--- src/rtl/conv_output_collector.sv ---
// -----------------------------------------------------------------------------
// conv_output_collector
//
// Output stage of the convolver. Accepts one signed accumulator per pixel of a
// WIDTH x HEIGHT frame, drops results whose KERN_DIM x KERN_DIM window touches
// the image border, scales (arithmetic shift) and saturates the kept results,
// and buffers them in a small FIFO presented over a valid/ready interface.
//
// Ports:
//   clk        system clock, rising edge
//   reset      asynchronous, active-low reset
//   start      one-cycle pulse, starts a frame from IDLE
//   in_valid   / in_ready / in_data    accumulator input handshake
//   out_valid  / out_ready / out_data  scaled result output handshake
//   out_last   marks the final result of the frame
//   busy       high while a frame is being collected or drained
//   frame_done one-cycle pulse once the frame has fully drained
//
// Build option: define RELU_EN to clamp negative scaled values to zero
// before saturation.
// -----------------------------------------------------------------------------
module conv_output_collector #(
  parameter int KERN_DIM   = 3,
  parameter int WIDTH      = 28,
  parameter int HEIGHT     = 28,
  parameter int ACC_BW     = 24,
  parameter int OUT_BW     = 8,
  parameter int FRAC_SHIFT = 4,
  parameter int FIFO_DEPTH = 8
) (
  input  logic              clk,
  input  logic              reset,
  input  logic              start,
  input  logic              in_valid,
  output logic              in_ready,
  input  logic [ACC_BW-1:0] in_data,
  output logic              out_valid,
  input  logic              out_ready,
  output logic [OUT_BW-1:0] out_data,
  output logic              out_last,
  output logic              busy,
  output logic              frame_done
);

  localparam int COL_W = $clog2(WIDTH);
  localparam int ROW_W = $clog2(HEIGHT);
  localparam int PTR_W = $clog2(FIFO_DEPTH);
  localparam int CNT_W = PTR_W + 1;

  localparam logic [1:0] ST_IDLE   = 2'd0;
  localparam logic [1:0] ST_ACTIVE = 2'd1;
  localparam logic [1:0] ST_FLUSH  = 2'd2;

  localparam logic [COL_W-1:0] COL_LAST = COL_W'(WIDTH - 1);
  localparam logic [ROW_W-1:0] ROW_LAST = ROW_W'(HEIGHT - 1);
  localparam logic [COL_W-1:0] COL_KEEP = COL_W'(KERN_DIM - 1);
  localparam logic [ROW_W-1:0] ROW_KEEP = ROW_W'(KERN_DIM - 1);
  localparam logic [CNT_W-1:0] CNT_FULL = CNT_W'(FIFO_DEPTH);

  // Saturation bounds sign-extended to the accumulator width.
  localparam logic signed [ACC_BW-1:0] SAT_MAX =
    {{(ACC_BW-OUT_BW+1){1'b0}}, {(OUT_BW-1){1'b1}}};
  localparam logic signed [ACC_BW-1:0] SAT_MIN =
    {{(ACC_BW-OUT_BW+1){1'b1}}, {(OUT_BW-1){1'b0}}};

  // Shift, optional ReLU, then clamp into the signed output range.
  function automatic logic [OUT_BW-1:0] sat_scale(input logic signed [ACC_BW-1:0] acc);
    logic signed [ACC_BW-1:0] s;
    s = acc >>> FRAC_SHIFT;
`ifdef RELU_EN
    if (s[ACC_BW-1]) s = {ACC_BW{1'b0}};
    else             s = s;
`endif
    if (s > SAT_MAX)      sat_scale = SAT_MAX[OUT_BW-1:0];
    else if (s < SAT_MIN) sat_scale = SAT_MIN[OUT_BW-1:0];
    else                  sat_scale = s[OUT_BW-1:0];
  endfunction

  logic [1:0]       state_q, state_d;
  logic [COL_W-1:0] col_q, col_d;
  logic [ROW_W-1:0] row_q, row_d;
  logic [PTR_W-1:0] wr_ptr_q, wr_ptr_d, rd_ptr_q, rd_ptr_d, rd_next_s;
  logic [CNT_W-1:0] count_q, count_d;
  logic [OUT_BW:0]  head_q, head_d;       // {last, data} of the oldest entry
  logic             frame_done_q, frame_done_d;
  logic [OUT_BW:0]  mem_q [FIFO_DEPTH];

  logic fifo_full_s, fifo_empty_s, accept_s, pop_s, keep_s, at_last_s, push_s;
  logic [OUT_BW:0] push_word_s;

  assign fifo_full_s  = (count_q == CNT_FULL);
  assign fifo_empty_s = (count_q == CNT_W'(0));
  // Full blocks input even when a pop happens in the same cycle.
  assign in_ready     = (state_q == ST_ACTIVE) && !fifo_full_s;
  assign out_valid    = !fifo_empty_s;
  assign accept_s     = in_valid && in_ready;
  assign pop_s        = out_valid && out_ready;
  assign keep_s       = (col_q >= COL_KEEP) && (row_q >= ROW_KEEP);
  assign at_last_s    = (col_q == COL_LAST) && (row_q == ROW_LAST);
  assign push_s       = accept_s && keep_s;
  assign push_word_s  = {at_last_s, sat_scale(in_data)};
  assign rd_next_s    = rd_ptr_q + PTR_W'(1);

  assign out_data   = head_q[OUT_BW-1:0];
  assign out_last   = head_q[OUT_BW];
  assign busy       = (state_q != ST_IDLE);
  assign frame_done = frame_done_q;

  // Frame FSM and pixel position counters.
  always_comb begin
    state_d = state_q;
    col_d   = col_q;
    row_d   = row_q;
    case (state_q)
      ST_IDLE: begin
        if (start) begin
          state_d = ST_ACTIVE;
          col_d   = COL_W'(0);
          row_d   = ROW_W'(0);
        end else begin
          state_d = ST_IDLE;
        end
      end
      ST_ACTIVE: begin
        if (accept_s) begin
          if (col_q == COL_LAST) begin
            col_d = COL_W'(0);
            if (row_q == ROW_LAST) begin
              row_d   = ROW_W'(0);
              state_d = ST_FLUSH;
            end else begin
              row_d = row_q + ROW_W'(1);
            end
          end else begin
            col_d = col_q + COL_W'(1);
          end
        end else begin
          state_d = ST_ACTIVE;
        end
      end
      ST_FLUSH: begin
        if (fifo_empty_s) state_d = ST_IDLE;
        else              state_d = ST_FLUSH;
      end
      default: state_d = ST_IDLE;
    endcase
  end

  // FIFO pointers, occupancy and the first-word output register.
  always_comb begin
    wr_ptr_d = push_s ? (wr_ptr_q + PTR_W'(1)) : wr_ptr_q;
    rd_ptr_d = pop_s  ? rd_next_s              : rd_ptr_q;
    case ({push_s, pop_s})
      2'b10:   count_d = count_q + CNT_W'(1);
      2'b01:   count_d = count_q - CNT_W'(1);
      default: count_d = count_q;
    endcase
    // Head advances to the next stored entry on a pop, or loads the incoming
    // word when it becomes the oldest one; otherwise it holds (also when empty).
    if (pop_s && (count_q > CNT_W'(1)))
      head_d = mem_q[rd_next_s];
    else if (push_s && (fifo_empty_s || (pop_s && (count_q == CNT_W'(1)))))
      head_d = push_word_s;
    else
      head_d = head_q;
    // Pulse in the first cycle that FLUSH sees an empty FIFO.
    frame_done_d = (state_d == ST_FLUSH) && (count_d == CNT_W'(0));
  end

  // State and FIFO control registers.
  always_ff @(posedge clk or negedge reset) begin
    if (!reset) begin
      state_q      <= ST_IDLE;
      col_q        <= COL_W'(0);
      row_q        <= ROW_W'(0);
      wr_ptr_q     <= PTR_W'(0);
      rd_ptr_q     <= PTR_W'(0);
      count_q      <= CNT_W'(0);
      head_q       <= {(OUT_BW+1){1'b0}};
      frame_done_q <= 1'b0;
    end else begin
      state_q      <= state_d;
      col_q        <= col_d;
      row_q        <= row_d;
      wr_ptr_q     <= wr_ptr_d;
      rd_ptr_q     <= rd_ptr_d;
      count_q      <= count_d;
      head_q       <= head_d;
      frame_done_q <= frame_done_d;
    end
  end

  // FIFO storage; contents are only meaningful behind the pointers.
  always_ff @(posedge clk) begin
    if (push_s) mem_q[wr_ptr_q] <= push_word_s;
  end

endmodule

--- config.mk ---
export PLATFORM = sky130hd
export DESIGN_NAME = conv_output_collector
export DESIGN_NICKNAME = d
export VERILOG_FILES = /design/src/rtl/conv_output_collector.sv
export SDC_FILE = /design/constraint.sdc
export NUM_CORES = 1
export LEC_CHECK = 0
export BUFFER_PORTS_ARGS = -buffer_cell sky130_fd_sc_hd__buf_4
export CORE_ASPECT_RATIO = 2
export CORE_UTILIZATION = 45
export CTS_CLUSTER_SIZE = 20
export DETAILED_ROUTE_END_ITERATION = 8
export GPL_TIMING_DRIVEN = 0
export HOLD_SLACK_MARGIN = 0.08
export SETUP_SLACK_MARGIN = 0.4
export SYNTH_ARGS = -nofsm -noshare
export SYNTH_HDL_FRONTEND = slang
export SYNTH_SLANG_ARGS = --single-unit
--- constraint.sdc ---
create_clock -name clk -period 4 [get_ports clk]
set_input_delay 0.8 -clock clk [delete_from_list [all_inputs] [get_ports clk]]
set_output_delay 0.8 -clock clk [all_outputs]
set_load 0.005 [all_outputs]
# Word-level counts from Yosys, hierarchy flattened
# Memory sizes are Yosys's and may differ from the RTL's.
# Index checks and enable logic that the tools add are counted.
# Widths: inputs -> output; s select.
# classes
addsub,6
order_cmp,5
n_eq_ne,12
mux,21
reduce_logical,21
# op_table
operator,count
$mux 5,6
$gt 20x8->1 const B,1
$lt 20x8->1 const B,1
$pmux 5 s2,2
$mux 9,2
$mux 8,2
$add 5x1->5 const B,2
$eq 5x5->1 const B,2
$ge 5x2->1 const B,2
$logic_and 1x1->1,10
$logic_not 4->1,2
$mux 2,4
$pmux 4 s2,1
$add 3x1->3 const B,2
$eq 2x2->1 const B,3
$pmux 2 s3,1
$reduce_bool 2->1,3
$add 4x1->4 const B,1
$eq 2x1->1 const B,2
$eq 4x1->1 const B,1
$eq 4x4->1 const B,1
$gt 4x1->1 const B,1
$ne 2x2->1 const B,2
$reduce_and 4->1,1
7 further kinds,10
# word_totals
regBits,32
ramBits,72
in_bits,29
output_inout_bits,13
wordCells,74
memories,1
# mem_list
name,depth,width,rd,rd_clocked_by_memory_dff,write_ports,line,source
mem_q,8,9,1,0,1,86,logic [OUT_BW:0] mem_q [FIFO_DEPTH];

# Depth between registers and ports, before layout
# Gate-level depths: netlist (run 1).
# depth
depth_word,9
depth_mapped,14
ltp_nobuf,12

# Worst setup path after synthesis (run 1)
# No wires, ideal clock.
# synth_path
path_type,register to register
from,register count_q[0]
to,"memory mem_q[0][0] (netlist bit), enable pin"
setup_time_ns,0.399
arrival_time_ns,2.424
path_slack_ns,1.177
path_stages_with_launch,10
n_path_buf,2
synth_period_minus_slack_ns,2.823
path_cell_list,dfrtp_1 inv_1 ha_1 and3b_1 buf_6 a211oi_2 nor2b_1 buf_4 inv_1 nor4_1
# synth_between
elab_chain_cells,7
# synth_lines
element,line,source
start: declaration,83,"logic [CNT_W-1:0] count_q, count_d;"
start signal: assignment,187,count_q <= count_d;
$eq 4x4->1,91,assign fifo_full_s = (count_q == CNT_FULL);
$logic_not 1->1,94,assign in_ready = (state_q == ST_ACTIVE) && !fifo_full_s;
$logic_and 1x1->1,94,
$logic_and 1x1->1,96,assign accept_s = in_valid && in_ready;
$logic_and 1x1->1,100,assign push_s = accept_s && keep_s;
named net push_s,88,"logic fifo_full_s, fifo_empty_s, accept_s, pop_s, keep_s, at_last_s, push_s;"
$mux 1,195,if (push_s) mem_q[wr_ptr_q] <= push_word_s;
$mux 1 (implied by the code),195,
end: declaration,86,
# The timed path passes the listed nets, and every way through them passes these cells.

# Final worst setup path (run 1)
# layout_path
from,register count_q[0]
to,register frame_done_q (netlist: frame_done)
# layout_between
elab_chain_cells,9
# layout_lines
element,line,source
$eq 4x4->1 *,91,
$logic_not 1->1 *,94,
$logic_and 1x1->1 *,94,
$logic_and 1x1->1 *,96,
$logic_and 1x1->1 *,100,
named net push_s,88,
$eq 2x1->1 or $eq 2x2->1 (tied branches),153,"case ({push_s, pop_s})"
$pmux 4 s2 *,153,
named net count_d[3],83,
$logic_not 4->1 *,167,frame_done_d = (state_d == ST_FLUSH) && (count_d == CNT_W'(0));
$logic_and 1x1->1 *,167,
named net frame_done_d,85,"logic frame_done_q, frame_done_d;"
end signal: assignment,189,frame_done_q <= frame_done_d;
end: declaration,85,
# The timed path passes the listed nets; every way through them passes the cells marked *.
# A chain may end at the register's enable or synchronous reset.

==> results of run 1 <==
[state kept, by name (all words and copies together) (netlist names)]
| name | count |
|---|---|
| mem_q | 72 |
| count_q | 4 |
| frame_done | 1 |
| rd_ptr_q | 3 |
| wr_ptr_q | 3 |
| row_q | 5 |
| state_q | 2 |
| head_q | 9 |
| col_q | 5 |
[logic make-up (layout without fill, tap and decap cells)]
| group | Yosys count | after routing | share of synthesized area (%) |
|---|---|---|---|
| XOR/XNOR | 7 | 7 | 1.45 |
| buffers and inverters | 24 | 79 | 2.37 |
| adder cells (fa/ha/maj) | 11 | 11 | 2.90 |
| multiplexers | 37 | 37 | 8.97 |
| flip-flops | 104 | 104 | 62.4 |
| AO/OA/AOI/OAI | 61 | 61 | 10.3 |
| AND/OR/NAND/NOR | 96 | 96 | 11.6 |
[stage by stage]
step                      area (um2)  std cells  utilization (%)  hold WS [ps]  TNS [ps]
after CTS                       5550        530             54.3           423         0
after floorplan                 4740        340                -           450         0
after global placement          5190        512             50.8           471      -389
after detailed placement        5240        514             51.3           482         0
after global routing            5550        530             54.3           429         0
final                           5550        530             54.3           403         0
[layer usage]
metal  vias to the layer above  wire, um  GRT usage, %
met5                         -         0             0
met4                         0       327          9.62
met3                        22       334          3.29
met2                        65      5680          36.2
met1                      1444      3660          21.6
li1                       1401         -             -
[layout make-up]
type | instances | share of cell area [%]
sequential | 104 | 53.4
multi-input combinational | 212 | 30.6
buffer | 14 | 1.35
inverter | 10 | 0.677
timing repair buffer | 39 | 5.41
clock inverter | 5 | 1.15
clock buffer | 11 | 4.38
tap | 135 | 3.05
[worst reg2reg max path, delay by kind of cell (launching register included)]
family                   cells  cell delay (ps)
flip-flops                   1              440
AO/OA/AOI/OAI                3              780
adder cells (fa/ha/maj)      2              520
buffers and inverters        4              520
AND/OR/NAND/NOR              3              620
[power by group]
group | internal, W | leakage [nW] | switching (W)
Sequential | 0.00140 | 1.04 | 0.000142
Clock | 0.000508 | 0.147 | 0.000371
Combinational | 0.000764 | 0.982 | 0.000888
Total | 0.00267 | 2.17 | 0.00140
[synth_stat cells (3+ instances only)]
cell | n | area share (%)
buf_4 | 3 | 0.47
buf_2 | 3 | 0.32
nor2b_1 | 12 | 1.6
xnor2_1 | 5 | 0.92
nor3_1 | 5 | 0.53
nand2_1 | 26 | 2.1
nand3_1 | 5 | 0.53
nand4b_1 | 4 | 0.74
or2_2 | 3 | 0.40
a211oi_1 | 8 | 1.3
mux2i_1 | 29 | 6.1
inv_1 | 10 | 0.79
mux4_2 | 4 | 1.9
o31ai_1 | 5 | 0.79
edfxtp_1 | 72 | 46
o21ai_0 | 6 | 0.63
nand4_1 | 5 | 0.66
a221o_1 | 10 | 2.1
a22o_1 | 9 | 1.7
a21o_1 | 9 | 1.4
and3b_1 | 3 | 0.55
dfrtp_1 | 32 | 17
o22ai_1 | 4 | 0.53
ha_1 | 11 | 2.9
nor4_1 | 5 | 0.66
clkbuf_1 | 5 | 0.40
nor2_1 | 11 | 0.87
mux2_2 | 4 | 0.95
and2_1 | 3 | 0.40
[how the worst min path moves through the flow]
stage | startpoint | slack [ps] | to
finish | reset | 400 | count_q[0]
global route | reset | 430 | count_q[0]
CTS | reset | 420 | count_q[0]
detailed placement | rd_ptr_q[1] | 480 | rd_ptr_q[1]
global placement | rd_ptr_q[1] | 470 | rd_ptr_q[1]
floorplan | rd_ptr_q[1] | 450 | rd_ptr_q[1]
==> summary.md, run 1 <==
| Metric | Value |
|---|---|
| Worst reg-to-reg path cell count | `12` |
| DPL Wire Length | `7180 um` |
| Rel. slew slack | `8.20%` |
| Post-Syn Instances | `340` |
| Status | `finished, final reports clean` |
| Area grow syn2layout | `16.9%` |
| Area of the multi-input gates | `1700 um2` |
| Drt drc | `0` |
| Max Cap Viol | `0` |
| Crit Path Class | `register to register` |
| Initial DRC count | `184` |
| RSZ-0062 raised after global routing | `false` |
| Clk_lat worst skew | `340 ps` |
| Pre-CTS setup slack | `1040 ps` |
| PortBufs | `37` |
| Core Box Area | `10200 um2` |
| Crit path launch | `count_q[0]` |
| Pwr dens | `734 nW/um2` |
| Static Leakage | `2.17 nW` |
| CTS max path bufs | `2` |
| # diodes | `0` |
| CTS sink cnt | `104` |
| #FFs+latches synth | `104` |
| Initial antenna violation count | `0` |
| Die footprint | `11000 um2` |
| Post-Syn Area per Cell | `14.0 um2` |
| H-tree levels | `3` |
| Synth unique cells | `51` |
| GRT overflow | `0` |
| Vias | `2932` |
| Final WL | `10000 um` |
| Clock Tree Root | `clkbuf_16` |
| CP max stage cell | `dfrtp_1` |
| Pin count of the biggest net entering global routing | `33` |
| Fraction of registers with async set or reset after synthesis | `30.8%` |
| Drt pass-1 iters | `4` |
| Peak supply drop | `0.341 mV` |
| Main flop type after synthesis | `edfxtp_1` |
| First-pass GRT wire length | `15700 um` |
| Class of the worst hold path | `input pin to async pin` |
| Initial Utilization | `46.4%` |
| Final Cycle Share | `74.6%` |
| CTS tree | `built` |
| Tightest Pin Transition | `1370 ps` |
| Final worst slack | `1020 ps` |
| # setup viols final | `0` |
| Most common cell after layout, fill and taps aside | `edfxtp_1` |
| Crit path cell chain | `inv_1 > ha_1 > and3b_1 > buf_6 > a211oi_2 > nor2b_1 > buf_4 > inv_1 > ha_1 > a221o_1 > a22o_1 > nor4_2` |
| R2R Setup Slk | `1020 ps` |
| DIE WIDTH | `74.6 um` |
| Critical Path Fanout Max | `10` |
| CP startpoint kind | `register` |
| Nets | `430` |
| CTS clk-pin slew, worst paths | `70 ps` |
| Post-synth EDFFs | `72` |
| CP top delay family | `compound AO/OA/AOI/OAI gates` |
| Final hold vios | `0` |
| Fill cells | `877` |
| Die height | `147 um` |
| Clock Skew | `8.72 ps` |
| Cts repair resizes | `0` |
| Cell Area, Synth | `4740 um2` |
| Final count of pins violating max slew | `0` |
| Antenna Nets Post-Route | `0` |
| Biggest cell delay along the critical path | `440 ps` |
| CP Capture Type | `register` |
| Commonest non-fill, non-tap cells in the layout | `72 x edfxtp_1, 40 x buf_4, 32 x dfrtp_1, 29 x mux2i_1, 26 x nand2_1` |
| Vias in the first global route | `3054` |
| WL/cell | `18.9 um` |
| Hold_buf cts | `0` |
| Reg2reg end | `frame_done` |
| CP endpoint | `frame_done` |
| Overall Power | `0.00407 W` |
| FP Rows | `52` |
| Tot GR Track Use | `20.0%` |
| Post-detailed-route via-to-cell ratio | `5.53` |
| Levels on crit path | `12` |
| Critical Path AT | `3230 ps` |
| TritonCTS Buffers | `9` |
| GPL Wtd Cong | `0.736` |
| Buf+Inv Stages, Crit Path | `4` |
| # Post-CTS Setup Buffers | `0` |
| Post-Syn Nets | `380` |
| IO Count | `42` |
| Critical Path RT | `4240 ps` |
| Register area | `2960 um2` |
| Final min period | `2980 ps` |
| Seq/Total Area, Yosys | `62.4%` |
| Maximum clock rate | `335 MHz` |
| Synth warnings | `0` |
| Share of cells above drive strength 1 | `21.5%` |
| Worst R2R Start | `count_q[0]` |
(Power assumes the default switching activity.)
==> run 2: changes to the inputs <==
--- a/config.mk
+++ b/config.mk
@@ -12,6 +12,7 @@
 export DETAILED_ROUTE_END_ITERATION = 8
 export GPL_TIMING_DRIVEN = 0
 export HOLD_SLACK_MARGIN = 0.08
+export PLACE_DENSITY = 0.65
 export SETUP_SLACK_MARGIN = 0.4
 export SYNTH_ARGS = -nofsm -noshare
 export SYNTH_HDL_FRONTEND = slang
==> constraint.sdc (replaced) <==
create_clock -name clk -period 2.6 [get_ports clk]
set_input_delay 0.52 -clock clk [delete_from_list [all_inputs] [get_ports clk]]
set_output_delay 0.52 -clock clk [all_outputs]
set_load 0.005 [all_outputs]
==> run 2 against run 1 <==
  * Register-to-register slack worse by 850 ps
  * Clock skew hardly changed
  * Global-route usage is 1.8 points higher
  * Worst hold slack worse by 270 ps
  * Clock-buffer cell count stayed put
  * Non-clock buffer count is 32 higher
  * Clock power is 64% higher
  * Sequential power is 55% higher
  * Worst setup slack worse by 850 ps
  * Critical endpoint unchanged
  * Routed wire length is 11% higher
  * Largest power group unchanged
==> summary.md, run 2 (synthesis gave the netlist of run 1 again) <==
| Metric | Value |
|---|---|
| CTS tree | `built` |
| Critical Path AT | `2680 ps` |
| Vias | `3162` |
| # diodes | `0` |
| Final min period | `2430 ps` |
| DIE WIDTH | `74.6 um` |
| FP Rows | `52` |
| Class of the worst hold path | `input pin to async pin` |
| GRT overflow | `0` |
| Drt drc | `0` |
| Buf+Inv Stages, Crit Path | `4` |
| Fill cells | `817` |
| Number of flip-flops in the largest register | `72` |
| Antenna Nets Post-Route | `0` |
| Static Leakage | `2.42 nW` |
| Pwr dens | `1160 nW/um2` |
| CTS max path bufs | `2` |
| CTS clk-pin slew, worst paths | `70 ps` |
| TritonCTS Buffers | `9` |
| WL/cell | `19.8 um` |
| CP top delay family | `simple AND/OR/NAND/NOR gates` |
| Crit Path Class | `register to register` |
| Initial antenna violation count | `0` |
| CP Capture Type | `register` |
| Commonest non-fill, non-tap cells in the layout | `72 x edfxtp_1, 54 x buf_4, 31 x dfrtp_1, 29 x mux2i_1, 24 x nand2_1` |
| Die footprint | `11000 um2` |
| CP startpoint kind | `register` |
| Reg with most FFs | `mem_q` |
| Vias in the first global route | `3315` |
| Most common cell after layout, fill and taps aside | `edfxtp_1` |
| Share of cells above drive strength 1 | `32.5%` |
| Hold_buf cts | `0` |
| Critical Path Fanout Max | `5` |
| Biggest cell delay along the critical path | `360 ps` |
| Area grow syn2layout | `28.6%` |
| CTS sink cnt | `104` |
| Register area | `2960 um2` |
| Final count of pins violating max slew | `0` |
| Final Cycle Share | `93.5%` |
| CP max stage cell | `dfrtp_1` |
| Core Box Area | `10200 um2` |
| Drt pass-1 iters | `4` |
| Setup TNS Final | `0 ps` |
| Final hold vios | `0` |
| Regs by FF count | `mem_q x72, head_q x9` |
| Hold slack | `130 ps` |
| DPL Wire Length | `7350 um` |
| Clock Tree Root | `clkbuf_16` |
| Nets | `463` |
| First-pass GRT wire length | `17000 um` |
| Crit path cell chain | `inv_2 > ha_4 > and3b_1 > buf_6 > a211oi_4 > nor2b_4 > buf_6 > inv_8 > ha_4 > mux2i_1 > o21ai_1 > or2_4 > nor4_4` |
| # setup viols final | `0` |
| Status | `finished, final reports clean` |
| H-tree levels | `3` |
| Pin count of the biggest net entering global routing | `33` |
| Post-detailed-route via-to-cell ratio | `5.62` |
| PortBufs | `37` |
| Maximum clock rate | `411 MHz` |
| Max Cap Viol | `0` |
| Peak supply drop | `0.663 mV` |
| Rel. slew slack | `32.5%` |
| Critical Path RT | `2850 ps` |
| Tot GR Track Use | `21.8%` |
| Initial Utilization | `46.4%` |
| Initial DRC count | `172` |
| GPL Wtd Cong | `0.786` |
| Clk_lat worst skew | `340 ps` |
| Die height | `147 um` |
| Final WL | `11100 um` |
| Area of the multi-input gates | `1880 um2` |
| IO Count | `42` |
| RSZ-0062 raised after global routing | `true` |
| Clock Skew | `8.36 ps` |
| Tightest Pin Transition | `1000 ps` |
[run 2: cell types whose count changed in the layout (fill, tap and decap cells not counted), sizes merged]
cell / before / now
bufinv: 1 / 2
clkinv: 1 / 2
o21ai: 7 / 8
inv: 12 / 10
buf: 48 / 80
[run 2: worst paths after layout]
check | slack, ps | cells past startpoint | startpoint | to
min in group clk | 460 | 3 | start | state_q[0]
max in group asynchronous | 2130 | 1 | reset | count_q[0]
setup reg to reg | 170 | 13 | count_q[1] | frame_done
setup / recovery | 170 | 13 | count_q[1] | frame_done
hold / removal | 130 | 1 | reset | count_q[1]
hold reg to reg | 500 | 2 | rd_ptr_q[1] | rd_ptr_q[1]
[run 2: report_power, final]
part | leakage (nW) | total, W | internal (W) | switching (W)
sequential | 1.04 | 0.00239 | 0.00215 | 0.000235
combinational | 1.22 | 0.00326 | 0.00164 | 0.00162
clock | 0.156 | 0.00144 | 0.000870 | 0.000575
[run 2: cell type report]
class / instances / area share, %
flip-flops and latches: 104 / 48.6
multi-input cells: 213 / 30.8
repair buffers: 71 / 10.3
clock buffers: 11 / 3.98
well taps: 135 / 2.77
plain buffers: 14 / 1.44
clock inverters: 5 / 1.33
inverters: 10 / 0.738
[run 2: what timing repair did]
action | in CTS | in global routing
pin swaps | 11 | 6
buffers inserted | 31 | 3
gates resized for setup | 26 | 16
gates cloned | 1 | 0
setup endpoints to repair | 87 | 87
hold endpoints to repair | 0 | 0
[run 2: worst register-to-register path: stages (launching register included)]
cell and delay [ps]:
dfrtp_1 360, inv_2 60, ha_4 170, and3b_1 170, buf_6 120, a211oi_4 180
nor2b_4 180, buf_6 140, inv_8 40, ha_4 170, mux2i_1 120, o21ai_1 110
or2_4 270, nor4_4 250
[run 2: through the flow]
stage	instances	instance area (um2)	util, %	power (W)	setup WS (ps)
after floorplan	340	4860	-	0.00433	182
after global placement	512	5310	51.9	0.00505	-195
after detailed placement	512	5310	51.9	0.00510	-226
after CTS	560	6020	58.9	0.00701	169
after global routing	563	6100	59.7	0.00748	55.4
final	563	6100	59.7	0.00709	169
[run 2: routing by layer]
metal  up-vias  global-route usage (%)  routed length, um
met5         -                       0                  0
met4         0                    12.9                390
met3        22                    2.74                341
met2        74                    40.3               6500
met1      1589                    22.1               3900
li1       1477                       -                  -
